### config.mk
export PLATFORM = sky130hd
export DESIGN_NAME = master_spi
export DESIGN_NICKNAME = d
export VERILOG_FILES = /design/src/rtl/spi_pkg.sv /design/src/rtl/spi_tick_gen.sv /design/src/rtl/master_spi.sv
export SDC_FILE = /design/constraint.sdc
export NUM_CORES = 1
export LEC_CHECK = 0
export ABC_AREA = 1
export BUFFER_PORTS_ARGS = -buffer_cell sky130_fd_sc_hd__buf_2
export CORE_UTILIZATION = 40
export DETAILED_ROUTE_END_ITERATION = 8
export HOLD_SLACK_MARGIN = 0.06
export SLEW_MARGIN = 30
export SYNTH_ARGS = -nofsm -noshare
export SYNTH_HDL_FRONTEND = slang
export SYNTH_SLANG_ARGS = --single-unit
### constraint.sdc
create_clock -name Clock -period 2 [get_ports Clock]
set_clock_uncertainty 0.1 [all_clocks]
set_input_delay 0.1 -clock Clock [delete_from_list [all_inputs] [get_ports Clock]]
set_output_delay 0.1 -clock Clock [all_outputs]
set_load 0.02 [all_outputs]
### src/rtl/spi_pkg.sv
// Shared definitions for the SPI master: state encoding, byte width
// and the SCK half-period calculation.
package spi_pkg;

    typedef enum logic [2:0] {
        IDLE,
        SETUP,
        HIGH,
        LOW,
        DONE
    } state_t;

    localparam int BITS_PER_BYTE = 8;

    function automatic int half_cycles(input int clk_hz, input int sck_hz);
        int h;
        h = clk_hz / (2 * sck_hz);
        return (h < 1) ? 1 : h;
    endfunction

endpackage

### src/rtl/spi_tick_gen.sv
// Half-period tick generator for SCK; counter held at zero while Clear
// is high so every phase starts on a fresh count.
module spi_tick_gen #(
    parameter int HALF = 1
) (
    input  logic Clock,
    input  logic Reset,
    input  logic Clear,
    output logic Tick
);

    localparam int W = $clog2(HALF) + 1;
    localparam logic [W-1:0] LAST = W'(HALF - 1);

    logic [W-1:0] count;

    assign Tick = !Clear && (count == LAST);

    always_ff @(posedge Clock) begin
        if (!Reset || Clear || Tick)
            count <= '0;
        else
            count <= count + 1'b1;
    end

endmodule

### src/rtl/master_spi.sv
// Mode-0 SPI master, one byte per request with optional CS hold.
// Define MASTER_SPI_LSB_FIRST_EN for LSB-first bit order.
module master_spi
    import spi_pkg::*;
#(
    parameter int CLOCK_HZ = 25_000_000,
    parameter int SCK_HZ   = 1_000_000
) (
    input  logic       Clock,
    input  logic       Reset,
    input  logic       Request_i,
    input  logic [7:0] Data_i,
    input  logic       Last_i,
    output logic       Ready_o,
    output logic       Done_o,
    output logic [7:0] DataReceived_o,
    output logic       CS_o,
    output logic       SCK_o,
    output logic       MOSI_o,
    input  logic       MISO_i
);

    localparam int HALF = half_cycles(CLOCK_HZ, SCK_HZ);
    localparam logic [2:0] LAST_BIT = 3'(BITS_PER_BYTE - 1);

    state_t     state;
    logic [7:0] tx;
    logic [7:0] rx;
    logic [2:0] nbit;
    logic       last;
    logic       tick;
    logic       clear;
    logic [7:0] tx_next;
    logic [7:0] rx_next;
    logic       first_bit;
    logic       next_bit;

`ifdef MASTER_SPI_LSB_FIRST_EN
    assign first_bit = Data_i[0];
    assign tx_next   = {1'b0, tx[7:1]};
    assign next_bit  = tx[1];
    assign rx_next   = {MISO_i, rx[7:1]};
`else
    assign first_bit = Data_i[7];
    assign tx_next   = {tx[6:0], 1'b0};
    assign next_bit  = tx[6];
    assign rx_next   = {rx[6:0], MISO_i};
`endif

    assign clear = (state == IDLE) || (state == DONE);

    spi_tick_gen #(
        .HALF(HALF)
    ) u_tick (
        .Clock(Clock),
        .Reset(Reset),
        .Clear(clear),
        .Tick (tick)
    );

    always_ff @(posedge Clock) begin
        if (!Reset) begin
            state          <= IDLE;
            tx             <= '0;
            rx             <= '0;
            nbit           <= '0;
            last           <= 1'b0;
            Ready_o        <= 1'b1;
            Done_o         <= 1'b0;
            DataReceived_o <= '0;
            CS_o           <= 1'b1;
            SCK_o          <= 1'b0;
            MOSI_o         <= 1'b0;
        end else begin
            Done_o <= 1'b0;
            unique case (state)
                IDLE, DONE: begin
                    // DONE accepts too, giving back-to-back bytes
                    if (Request_i) begin
                        tx      <= Data_i;
                        last    <= Last_i;
                        rx      <= '0;
                        nbit    <= '0;
                        CS_o    <= 1'b0;
                        SCK_o   <= 1'b0;
                        MOSI_o  <= first_bit;
                        Ready_o <= 1'b0;
                        state   <= SETUP;
                    end else begin
                        state <= IDLE;
                    end
                end
                SETUP, LOW: begin
                    if (tick) begin
                        SCK_o <= 1'b1;
                        rx    <= rx_next;
                        state <= HIGH;
                    end
                end
                HIGH: begin
                    if (tick) begin
                        SCK_o <= 1'b0;
                        if (nbit == LAST_BIT) begin
                            Done_o         <= 1'b1;
                            DataReceived_o <= rx;
                            Ready_o        <= 1'b1;
                            state          <= DONE;
                            if (last) begin
                                CS_o   <= 1'b1;
                                MOSI_o <= 1'b0;
                            end
                        end else begin
                            tx     <= tx_next;
                            MOSI_o <= next_bit;
                            nbit   <= nbit + 1'b1;
                            state  <= LOW;
                        end
                    end
                end
                default: state <= IDLE;
            endcase
        end
    end

endmodule
After elaboration in Yosys (flattened, before gate mapping)

Index checks and enable logic that the tools add are counted.

Add/sub/neg operators: 2
Equality and inequality tests: 13
Muxes and demuxes: 33
Reductions and logical operators: 22

Operators by type and width:

| kind                | count |
|---|---|
| $mux 7              | 3 |
| $mux 3              | 6 |
| $mux 8              | 2 |
| $pmux 8 s2          | 1 |
| $reduce_and 4->1    | 4 |
| $mux 1              | 14 |
| $pmux 7 s2          | 1 |
| $pmux 3 s3          | 1 |
| $reduce_and 3->1    | 3 |
| $ne 2x2->1 const B  | 4 |
| $eq 3x2->1 const B  | 2 |
| $eq 3x3->1 const B  | 2 |
| $pmux 1 s2          | 3 |
| $pmux 3 s2          | 1 |
| $add 5x1->5 const B | 1 |
| $eq 5x4->1 const B  | 1 |
| $reduce_and 5->1    | 1 |
| $ne 2x1->1 const B  | 2 |
| $reduce_and 2->1    | 2 |
| $reduce_bool 2->1   | 2 |
| $reduce_or 2->1     | 2 |
| $add 3x1->3 const B | 1 |
| $eq 3x1->1 const B  | 1 |
| $logic_not 3->1     | 1 |
| other kinds (6)     | 9 |

Register bits after elaboration: 40
Input bits: 13
Output and inout bits: 13
Word-level logic and storage cells: 82

Longest topological paths before layout

Gate-level depths: netlist (run 1).

Word-level depth: 6
Depth in mapped cells: 9
Mapped depth without buffers: 9

Hierarchy

From an unflattened synthesis (run 1), not the netlist that was laid out.

Cells, all modules: 228
Area, all modules: 1720.4 sq um

By module, submodules not included:

| module       | instances | cells each | area an instance (sq um) | sequential area each (sq um) |
|---|---|---|---|---|
| master_spi   | 1         | 197        | 1490.2                   | 700.7 |
| spi_tick_gen | 1         | 31         | 230.2                    | 100.1 |

Least setup slack after synthesis (run 1)

No wires, ideal clock.

Path kind: flip-flop to flip-flop
Start point: reg u_tick.count[0]
End point: reg DataReceived_o[1]
Library setup time: 113 ps
Data arrival time: 1283 ps
Data required time: 1787 ps
Slack: 504 ps
Stages on the path, launching flop included: 10
Buffers on the path: 1
Clock period less this slack: 1496 ps
Cells stage by stage: dfxtp_1 > ha_1 > inv_1 > nor2_2 > nand2_1 > nor2_2 > nand3_2 > buf_2 > o21ai_1 > nor2_1

Word-level cells in the longest chain between the ends: 3

RTL lines:

| what                       | RTL line           | text |
|---|---|---|
| start, declared            | spi_tick_gen.sv:15 | `logic [W-1:0] count;` |
| start signal, assigned     | spi_tick_gen.sv:23 | `count <= count + 1'b1;` |
| $eq 5x4->1                 | spi_tick_gen.sv:17 | `assign Tick = !Clear && (count == LAST);` |
| $logic_and 1x1->1          | spi_tick_gen.sv:17 |  |
| $reduce_and 3->1 (no line) | --                 |  |
| end signal, assigned       | master_spi.sv:105  | `DataReceived_o <= rx;` |
| end, declared              | master_spi.sv:16   | `output logic [7:0] DataReceived_o,` |

Every way passes these cells.
A chain may end at the register's enable or synchronous reset.

Final worst setup path (run 1)

Start point: reg u_tick.count[0]
End point: reg rx[3]

Word-level cells in the longest chain between the ends: 4

RTL lines:

| what                       | RTL line           | text |
|---|---|---|
| $eq 5x4->1                 | spi_tick_gen.sv:17 |  |
| $logic_and 1x1->1          | spi_tick_gen.sv:17 |  |
| $ne 2x1->1 (no line)       | --                 |  |
| $reduce_and 3->1 (no line) | --                 |  |
| end signal, assigned       | master_spi.sv:96   | `rx <= rx_next;` |
| end, declared              | master_spi.sv:28   | `logic [7:0] rx;` |

Every way passes these cells.

==> flow_summary.yaml, run 1 <==
run_status:
  status: "complete, no violations"
clocking:
  clock_path_buffers: 2
  clock_latency_ps: 290
  cts_resized: 0
  clock-root-buffer: "clkbuf_8"
  cts.htree.levels: 2
  cts_sinks: 40
  cts_tree: "built"
  numCtsBuffers: 5
  post_cts_buffers: 0
  clkTransAtPathRegs_ps: 80
  holdBufCountCts: 11
placed_design:
  dp_hpwl_mm: 2.32
  numPortBuffers: 25
  dp_slack_ps: 212
  placed_area_um2: 1850
  place.gp.congestion: 0.733
synthesis:
  synth_top_area_share_pct: 47.0
  synth_edf_count: 0
  synth_area_um2: 1710
  postSynthRegisterBits: 40
  yosys_most_used_dff: "dfxtp_1"
  syn_nets: 246
  avgSynthCellArea_um2: 7.41
  yosys_warnings: 0
  synth_common_cells: "nand2_1, nor2_1, dfxtp_1"
  synthCells: 230
  yosys-top-cells-area: "dfxtp_1, nand2_1, nor2_1"
  async_flop_share_pct: 0
  yosysMostFrequentCell: "nand2_1"
  synth_cell_type_count: 26
  ys_seq_area_share_pct: 47.0
  synth_top_area_cell: "dfxtp_1"
global_routing:
  grt_max_degree: 22
  antenna_found_initial: 0
  grt_overflow: 0
  grt_util_all_layers_pct: 17.1
  grt_pass1_vias: 1336
  grt_first_pass_wirelength_mm: 5.75
finish:
  drive_above_1_share_pct: 19.4
  final_util_pct: 51.4
  area_growth_pct: 22.3
  nets: 283
  fillCellCount: 403
  fin_area_um2: 2090
  diodes: 0
  regArea_um2: 801
  multi_input_area_um2: 787
timing:
  slew_headroom_pct: 63.8
  final.setup.worst_slack_ps: 233
  max_freq_ghz: 0.566
  hold_viol: 0
  final.setup.tns_ps: 0
  rsz0062_at_grt: "no"
  slew_violations: 0
  period_needed_ps: 1770
  worst_pin_slew_ps: 542
  min_period_over_period_pct: 88.3
  setup_viol: 0
die:
  fp-row-count: 23
  ios: 26
  initial_core_util_pct: 42.0
  dieHeight_um: 67.3
  dieArea_um2: 4530
  core_area_um2: 4060
  fp.dieW_um: 67.3
routing:
  avgRoutedWirePerCell_um: 10.6
  drt-total-wl_mm: 3.37
  drt_pass1_iterations: 4
  avgViaCountPerCell: 4.65
  drc: 0
  postRouteAntennaNets: 0
  drt_iter0_drc: 51
  vias: 1478
pwr:
  p_leak_uw: 0.000888
  power_uw: 1670
  ir_drop_mv: 0.370
  p_per_area_nw_per_um2: 799
worst_setup_path:
  required_ps: 2060
  crit_arrival_ps: 1820
  crit_type: "reg2reg"
  worstSetupStartpointType: "flip-flop"
  cp-end-kind: "flip-flop"
  cp_max_fo: 9
worst_hold_path:
  min_path_type: "in2reg"
run:
  maxCapViolations: 0
-- path summary, 6_finish.rpt --
check / slack, ps / depth (start not counted) / from / to
setup reg to reg: 230 / 8 / u_tick.count[0]$_SDFF_PP0_ / rx[3]$_SDFFE_PN0P_
setup / recovery: 230 / 8 / u_tick.count[0]$_SDFF_PP0_ / rx[3]$_SDFFE_PN0P_
hold reg to reg: 360 / 2 / CS_o$_SDFFE_PN1P_ / CS_o$_SDFFE_PN1P_
hold / removal: 80 / 2 / Reset / Ready_o$_SDFFE_PN1P_
-- state kept, by name, summed over array words and instances, names as in the netlist, 3 cells and up --
signal and cells:
DataReceived_o 8, rx 8, tx 7, u_tick.count 5, nbit 3, state 3
-- worst max-delay path, stage by stage (launching register included) --
cell	delay, ps
dfxtp_1	360
ha_1	170
inv_1	60
nor2_2	160
nand3_4	140
nor2_2	330
nor2_2	160
nand2_1	90
a21oi_1	60
-- cell usage in the layout (no fill, tap or decap) --
master / instances
a21oi_1: 14
a21oi_2: 3
buf_2: 25
buf_4: 1
bufinv_16: 1
clkbuf_8: 6
clkinv_4: 1
dfxtp_1: 40
dlygate4sd3_1: 11
ha_1: 3
inv_1: 15
inv_2: 4
nand2_1: 57
nand2_2: 2
nand2_4: 1
nand3_1: 7
nand3_2: 1
nand3_4: 1
nand4_1: 2
nor2_1: 42
nor2_2: 5
nor2_4: 1
o2111ai_1: 1
o21a_1: 1
o21ai_0: 6
o21ai_1: 14
or2_0: 1
xor2_1: 2
-- per-layer routing --
| metal | routed length (um) | global-route usage [%] |
|---|---|---|
| met1 | 1640 | 20.9 |
| met5 | 0 | 0 |
| met4 | 51 | 6.38 |
| met3 | 115 | 5.07 |
| met2 | 1560 | 28.0 |
-- cells by family after synthesis --
kind of cell / count (synthesis) / synth area share, %
xor+xnor: 2 / 1.03
flops: 40 / 47.0
fa+ha+maj: 3 / 2.20
buf+inv: 26 / 6.90
simple gates: 120 / 30.4
compound gates: 39 / 12.5
-- per-stage QoR --
step / hold slack (ps) / std cells
floorplan: 147 / 230
global placement: 269 / 299
detailed placement: 263 / 299
CTS: 72.3 / 318
global route: 105 / 318
finish: 75.1 / 318
-- cell type report --
type / count / area share (%)
Clock inverter: 2 / 1.86
Sequential cell: 40 / 38.4
Timing Repair Buffer: 37 / 11.6
Inverter: 19 / 3.42
Clock buffer: 6 / 3.96
Multi-Input combinational cell: 164 / 37.7
Tap cell: 50 / 3.00
-- power breakdown --
group / switching, uW / total (uW) / internal [uW]
logic: 84.7 / 144 / 59.1
clock network: 284 / 692 / 408
registers: 11.1 / 830 / 819
total: 380 / 1670 / 1290
Power figures use the tool's default switching activity.
==> inputs of run 2 (changes only) <==
--- a/config.mk
+++ b/config.mk
@@ -8,8 +8,10 @@
 export ABC_AREA = 1
 export BUFFER_PORTS_ARGS = -buffer_cell sky130_fd_sc_hd__buf_2
 export CORE_UTILIZATION = 40
+export CTS_BUF_LIST = sky130_fd_sc_hd__clkbuf_16
 export DETAILED_ROUTE_END_ITERATION = 8
 export HOLD_SLACK_MARGIN = 0.06
+export REMOVE_ABC_BUFFERS = 1
 export SLEW_MARGIN = 30
 export SYNTH_ARGS = -nofsm -noshare
 export SYNTH_HDL_FRONTEND = slang
==> run 2 against run 1 <==
- maximum frequency up 0.27%
- highest routed layer unchanged
- register-to-register slack about the same
- flip-flop and latch count unchanged
==> flow_summary.yaml, run 2 (synthesis results as in run 1) <==
run_status:
  status: "complete, no violations"
finish:
  final_util_pct: 50.4
  multi_input_area_um2: 787
  diodes: 0
  mostFrequentLayoutCell: "nand2_1"
  top_regs: "DataReceived_o (8), rx (8), tx (7)"
  layout_common_cells: "nand2_1, nor2_1, dfxtp_1"
  area_growth_pct: 19.8
  drive_above_1_share_pct: 19.5
  regArea_um2: 801
  nets: 277
  fillCellCount: 392
worst_setup_path:
  crit_family: "simple AND/OR/NAND/NOR gates"
  reg2reg_slack_ps: 240
  cp.depth: 9
  reg2reg_depth: 9
  cp-end-kind: "flip-flop"
  crit_chain: "ha_1 -> inv_1 -> nor2_2 -> nand2_1 -> nor2_2 -> nand3_2 -> inv_2 -> nor2_1 -> nor2_1"
  crit_type: "reg2reg"
  crit_arrival_ps: 1880
  critPathSlowestCell: "dfxtp_1"
  cp_slowest_stage_delay_ps: 360
  required_ps: 2110
  worstSetupStartpointType: "flip-flop"
  worst-path-buf-inv: 2
  cp_max_fo: 12
routing:
  drt_iter0_drc: 49
  drt-total-wl_mm: 3.35
  vias: 1456
  avgRoutedWirePerCell_um: 10.7
  drt_pass1_iterations: 4
  drc: 0
  avgViaCountPerCell: 4.67
  postRouteAntennaNets: 0
placed_design:
  numPortBuffers: 25
  dp_hpwl_mm: 2.39
  place.gp.congestion: 0.767
global_routing:
  grt_overflow: 0
  grt_pass1_vias: 1355
  grt_max_degree: 22
  antenna_found_initial: 0
  grt_util_all_layers_pct: 17.4
  grt_first_pass_wirelength_mm: 5.82
die:
  ios: 26
  dieHeight_um: 67.3
  initial_core_util_pct: 42.0
  fp-row-count: 23
  core_area_um2: 4060
  fp.dieW_um: 67.3
  dieArea_um2: 4530
clocking:
  clock_path_buffers: 2
  cts.htree.levels: 2
  post_cts_buffers: 0
  clkTransAtPathRegs_ps: 60
  numCtsBuffers: 5
  clock_latency_ps: 280
  clock-root-buffer: "clkbuf_16"
  cts_tree: "built"
  holdBufCountCts: 5
  cts_sinks: 40
  cts_resized: 0
timing:
  min_period_over_period_pct: 88.1
  slew_headroom_pct: 64.9
  rsz0062_at_grt: "no"
  hold_viol: 0
  period_needed_ps: 1760
  setup_viol: 0
  slew_violations: 0
  final.setup.tns_ps: 0
  holdWs_ps: 53.8
  worst_pin_slew_ps: 526
  max_freq_ghz: 0.568
worst_hold_path:
  min_path_type: "in2reg"
  holdPathStages: 5
run:
  maxCapViolations: 0
pwr:
  p_per_area_nw_per_um2: 839
  p_leak_uw: 0.000871
  ir_drop_mv: 0.572
  power_uw: 1710
-- run 2: cell count changes in the layout (fill, tap and decap cells not counted), sizes merged --
| cell | previous run | this run |
|---|---|---|
| clkbuf | 6 | 5 |
| clkinv | 1 | 3 |
| bufinv | 1 | 0 |
| dlygate4sd3 | 11 | 5 |
-- run 2: cell type report --
class	instances	area share (%)
sequential	40	39.2
multi-input combinational	164	38.5
timing repair buffer	31	8.94
clock buffer	5	6.12
inverter	19	3.49
tap	50	3.06
clock inverter	3	0.674
-- run 2: where the power goes --
part           leakage, uW  internal [uW]  switching [uW]
sequential        0.000325            820            10.8
combinational     0.000475           50.6            82.1
clock            0.0000710            452             298
total             0.000871           1320             391
-- run 2: tightest hold or removal path, stage by stage --
cell and delay [ps]:
buf_2 70, nand2_1 40, nand2_1 50, o21ai_1 60, nor2_1 70
-- run 2: final timing paths --
path                                                  from                             end
worst max-delay path            u_tick.count[0]$_SDFF_PP0_  DataReceived_o[0]$_SDFFE_PN0P_
worst min-delay path                             Data_i[1]              tx[1]$_SDFFE_PN0P_
worst max register to register  u_tick.count[0]$_SDFF_PP0_  DataReceived_o[0]$_SDFFE_PN0P_
worst min register to register  u_tick.count[0]$_SDFF_PP0_      u_tick.count[0]$_SDFF_PP0_
-- run 2: layer usage --
layer  vias to the layer above  part of all wire (%)  wire (um)  global-route usage (%)
li1                        793                     -          -                       -
met4                         0                  0.69         23                    6.38
met5                         -                     0          0                       0
met1                       643                    49       1630                    21.5
met3                         3                   2.9         98                    4.56
met2                        17                    48       1590                    28.9
-- run 2: through the flow --
step	worst slack [ps]	std cells	area [um^2]
floorplan	430	223	1660
finish	238	312	2040
global placement	309	299	1850
global route	32.2	312	2040
CTS	213	312	2040
detailed placement	232	299	1850
==> inputs of run 3 (changes only) <==
==> constraint.sdc (replaced) <==
create_clock -name Clock -period 1.9 [get_ports Clock]
set_clock_uncertainty 0.1 [all_clocks]
set_input_delay 0.095 -clock Clock [delete_from_list [all_inputs] [get_ports Clock]]
set_output_delay 0.095 -clock Clock [all_outputs]
set_load 0.02 [all_outputs]
==> run 3 against run 2 <==
- core utilization increased by 1.2 points
- largest power group unchanged
- via count increased by 1.2%
- clock power up 5.7%
- critical endpoint is now nbit[2]$_SDFFE_PN0P_
- hold slack better by 6.9 ps
- largest cell class unchanged
- total power grew 5.7%
==> flow_summary.yaml, run 3 (synthesis results as in run 1) <==
pwr:
  combPwrFrac_pct: 8.0
  power_uw: 1810
  p_clk_share_pct: 43.7
  sw_frac_of_total_pct: 22.8
  switching_power_uw: 413
  power_frac_seq_pct: 48.3
  ir_drop_mv: 0.433
  p_per_area_nw_per_um2: 867
  p_leak_uw: 0.000895
  p_int_uw: 1400
run:
  maxCapViolations: 0
global_routing:
  grt_pass1_vias: 1275
  grt_first_pass_wirelength_mm: 5.54
  grt_overflow: 0
  grt_util_all_layers_pct: 16.5
  grt_max_degree: 22
  antenna_found_initial: 0
clocking:
  cts_sinks: 40
  clock-root-buffer: "clkbuf_16"
  clock_path_buffers: 2
  clock_latency_ps: 280
  cts.htree.levels: 2
  cts_tree: "built"
  clkTransAtPathRegs_ps: 60
  numCtsBuffers: 5
timing:
  hold_viol: 0
  period_needed_ps: 1670
  rsz0062_at_grt: "no"
  final.setup.tns_ps: 0
  setup_viol: 0
  max_freq_ghz: 0.599
  slew_headroom_pct: 65.5
  holdWs_ps: 60.7
  worst_pin_slew_ps: 518
  min_period_over_period_pct: 87.9
  slew_violations: 0
worst_setup_path:
  r2r-end: "nbit[2]$_SDFFE_PN0P_"
  cp-end-kind: "flip-flop"
  reg2reg_slack_ps: 230
  crit_type: "reg2reg"
  r2r-start: "nbit[0]$_SDFFE_PN0P_"
  required_ps: 2010
  reg2reg_depth: 7
  cp_max_fo: 4
  crit_arrival_ps: 1780
  worstSetupStartpointType: "flip-flop"
routing:
  vias: 1473
  avgRoutedWirePerCell_um: 10.5
  drc: 0
  drt_pass1_iterations: 4
  postRouteAntennaNets: 0
  drt_iter0_drc: 62
  drt-total-wl_mm: 3.31
  avgViaCountPerCell: 4.66
worst_hold_path:
  worstHoldStart: "Data_i[3]"
  min_path_type: "in2reg"
  worstHoldEndpoint: "tx[3]$_SDFFE_PN0P_"
  holdPathStages: 5
finish:
  nets: 281
  regArea_um2: 801
  fillCellCount: 437
  mostFrequentLayoutCell: "nand2_1"
  top_regs: "DataReceived_o (8), rx (8), tx (7)"
  drive_above_1_share_pct: 19.2
  layout_common_cells: "nand2_1, nor2_1, dfxtp_1"
  multi_input_area_um2: 795
  fin_cells: 316
  area_growth_pct: 22.6
  diodes: 0
  fin_area_um2: 2090
placed_design:
  place.gp.congestion: 0.770
  placed_area_um2: 1860
  dp.cells: 300
  numPortBuffers: 25
  dp_hpwl_mm: 2.33
die:
  initial_core_util_pct: 42.0
  fp.dieW_um: 67.3
  dieHeight_um: 67.3
  ios: 26
  fp-row-count: 23
  core_area_um2: 4060
  dieArea_um2: 4530
run_status:
  status: "complete, no violations"
[run 3: cell types whose count changed in the layout (fill, tap and decap cells not counted)]
cell / change
inv_1: +2
buf_4: +1
nand3_4: +1
nand3_2: -1
dlygate4sd3_1: +3
clkinv_2: -2
clkinv_1: -1
clkinv_4: +1
[run 3: how the worst max path moves through the flow]
stage | startpoint | end | slack, ps
detailed placement | u_tick.count[0]$_SDFF_PP0_ | DataReceived_o[1]$_SDFFE_PN0P_ | 160
finish | nbit[0]$_SDFFE_PN0P_ | nbit[2]$_SDFFE_PN0P_ | 230
global route | u_tick.count[0]$_SDFF_PP0_ | DataReceived_o[4]$_SDFFE_PN0P_ | 30
floorplan | u_tick.count[0]$_SDFF_PP0_ | rx[0]$_SDFFE_PN0P_ | 330
CTS | u_tick.count[0]$_SDFF_PP0_ | DataReceived_o[1]$_SDFFE_PN0P_ | 140
global placement | u_tick.count[0]$_SDFF_PP0_ | DataReceived_o[2]$_SDFFE_PN0P_ | 140
[run 3: layer usage]
layer	share of wire [%]	global-route usage (%)	wire, um	vias to the layer above
met1	49	21.0	1620	641
met3	4.5	5.07	149	6
met2	45	26.0	1480	22
li1	-	-	-	804
met4	1.7	6.38	57	0
met5	0	0	0	-
[run 3: timing repair]
item	in CTS	in global routing
hold buffers	8	0
setup endpoints to repair	0	8
resized for setup	0	1
endpoints found under the hold margin	8	0
buffers inserted	0	0
[run 3: stage by stage]
step | util [%] | worst slack (ps)
global placement | 45.9 | 135
detailed placement | 45.9 | 165
global route | 51.5 | 30.4
CTS | 51.3 | 143
finish | 51.5 | 230
floorplan | - | 330
[run 3: final cells by class]
cell class                      instances  share of cell area [%]
Sequential cell                        40                    38.3
Multi-Input combinational cell        164                    38.0
Timing Repair Buffer                   35                    10.5
Clock buffer                            5                    5.98
Inverter                               19                    3.41
Tap cell                               50                    2.99
Clock inverter                          3                   0.778
[run 3: worst max-delay path, cell delays in order, from the launching register on]
cell	delay [ps]
dfxtp_1	320
ha_1	200
ha_1	230
inv_1	100
nand2_1	90
nor2_1	290
nand2_1	110
a21oi_2	150
[run 3: power by group through the flow]
stage,clock network (uW),logic (uW),registers [uW]
floorplan,0,82.7,900
global placement,0,134,893
detailed placement,0,133,894
CTS,810,146,875
global route,842,165,877
finish,793,145,875
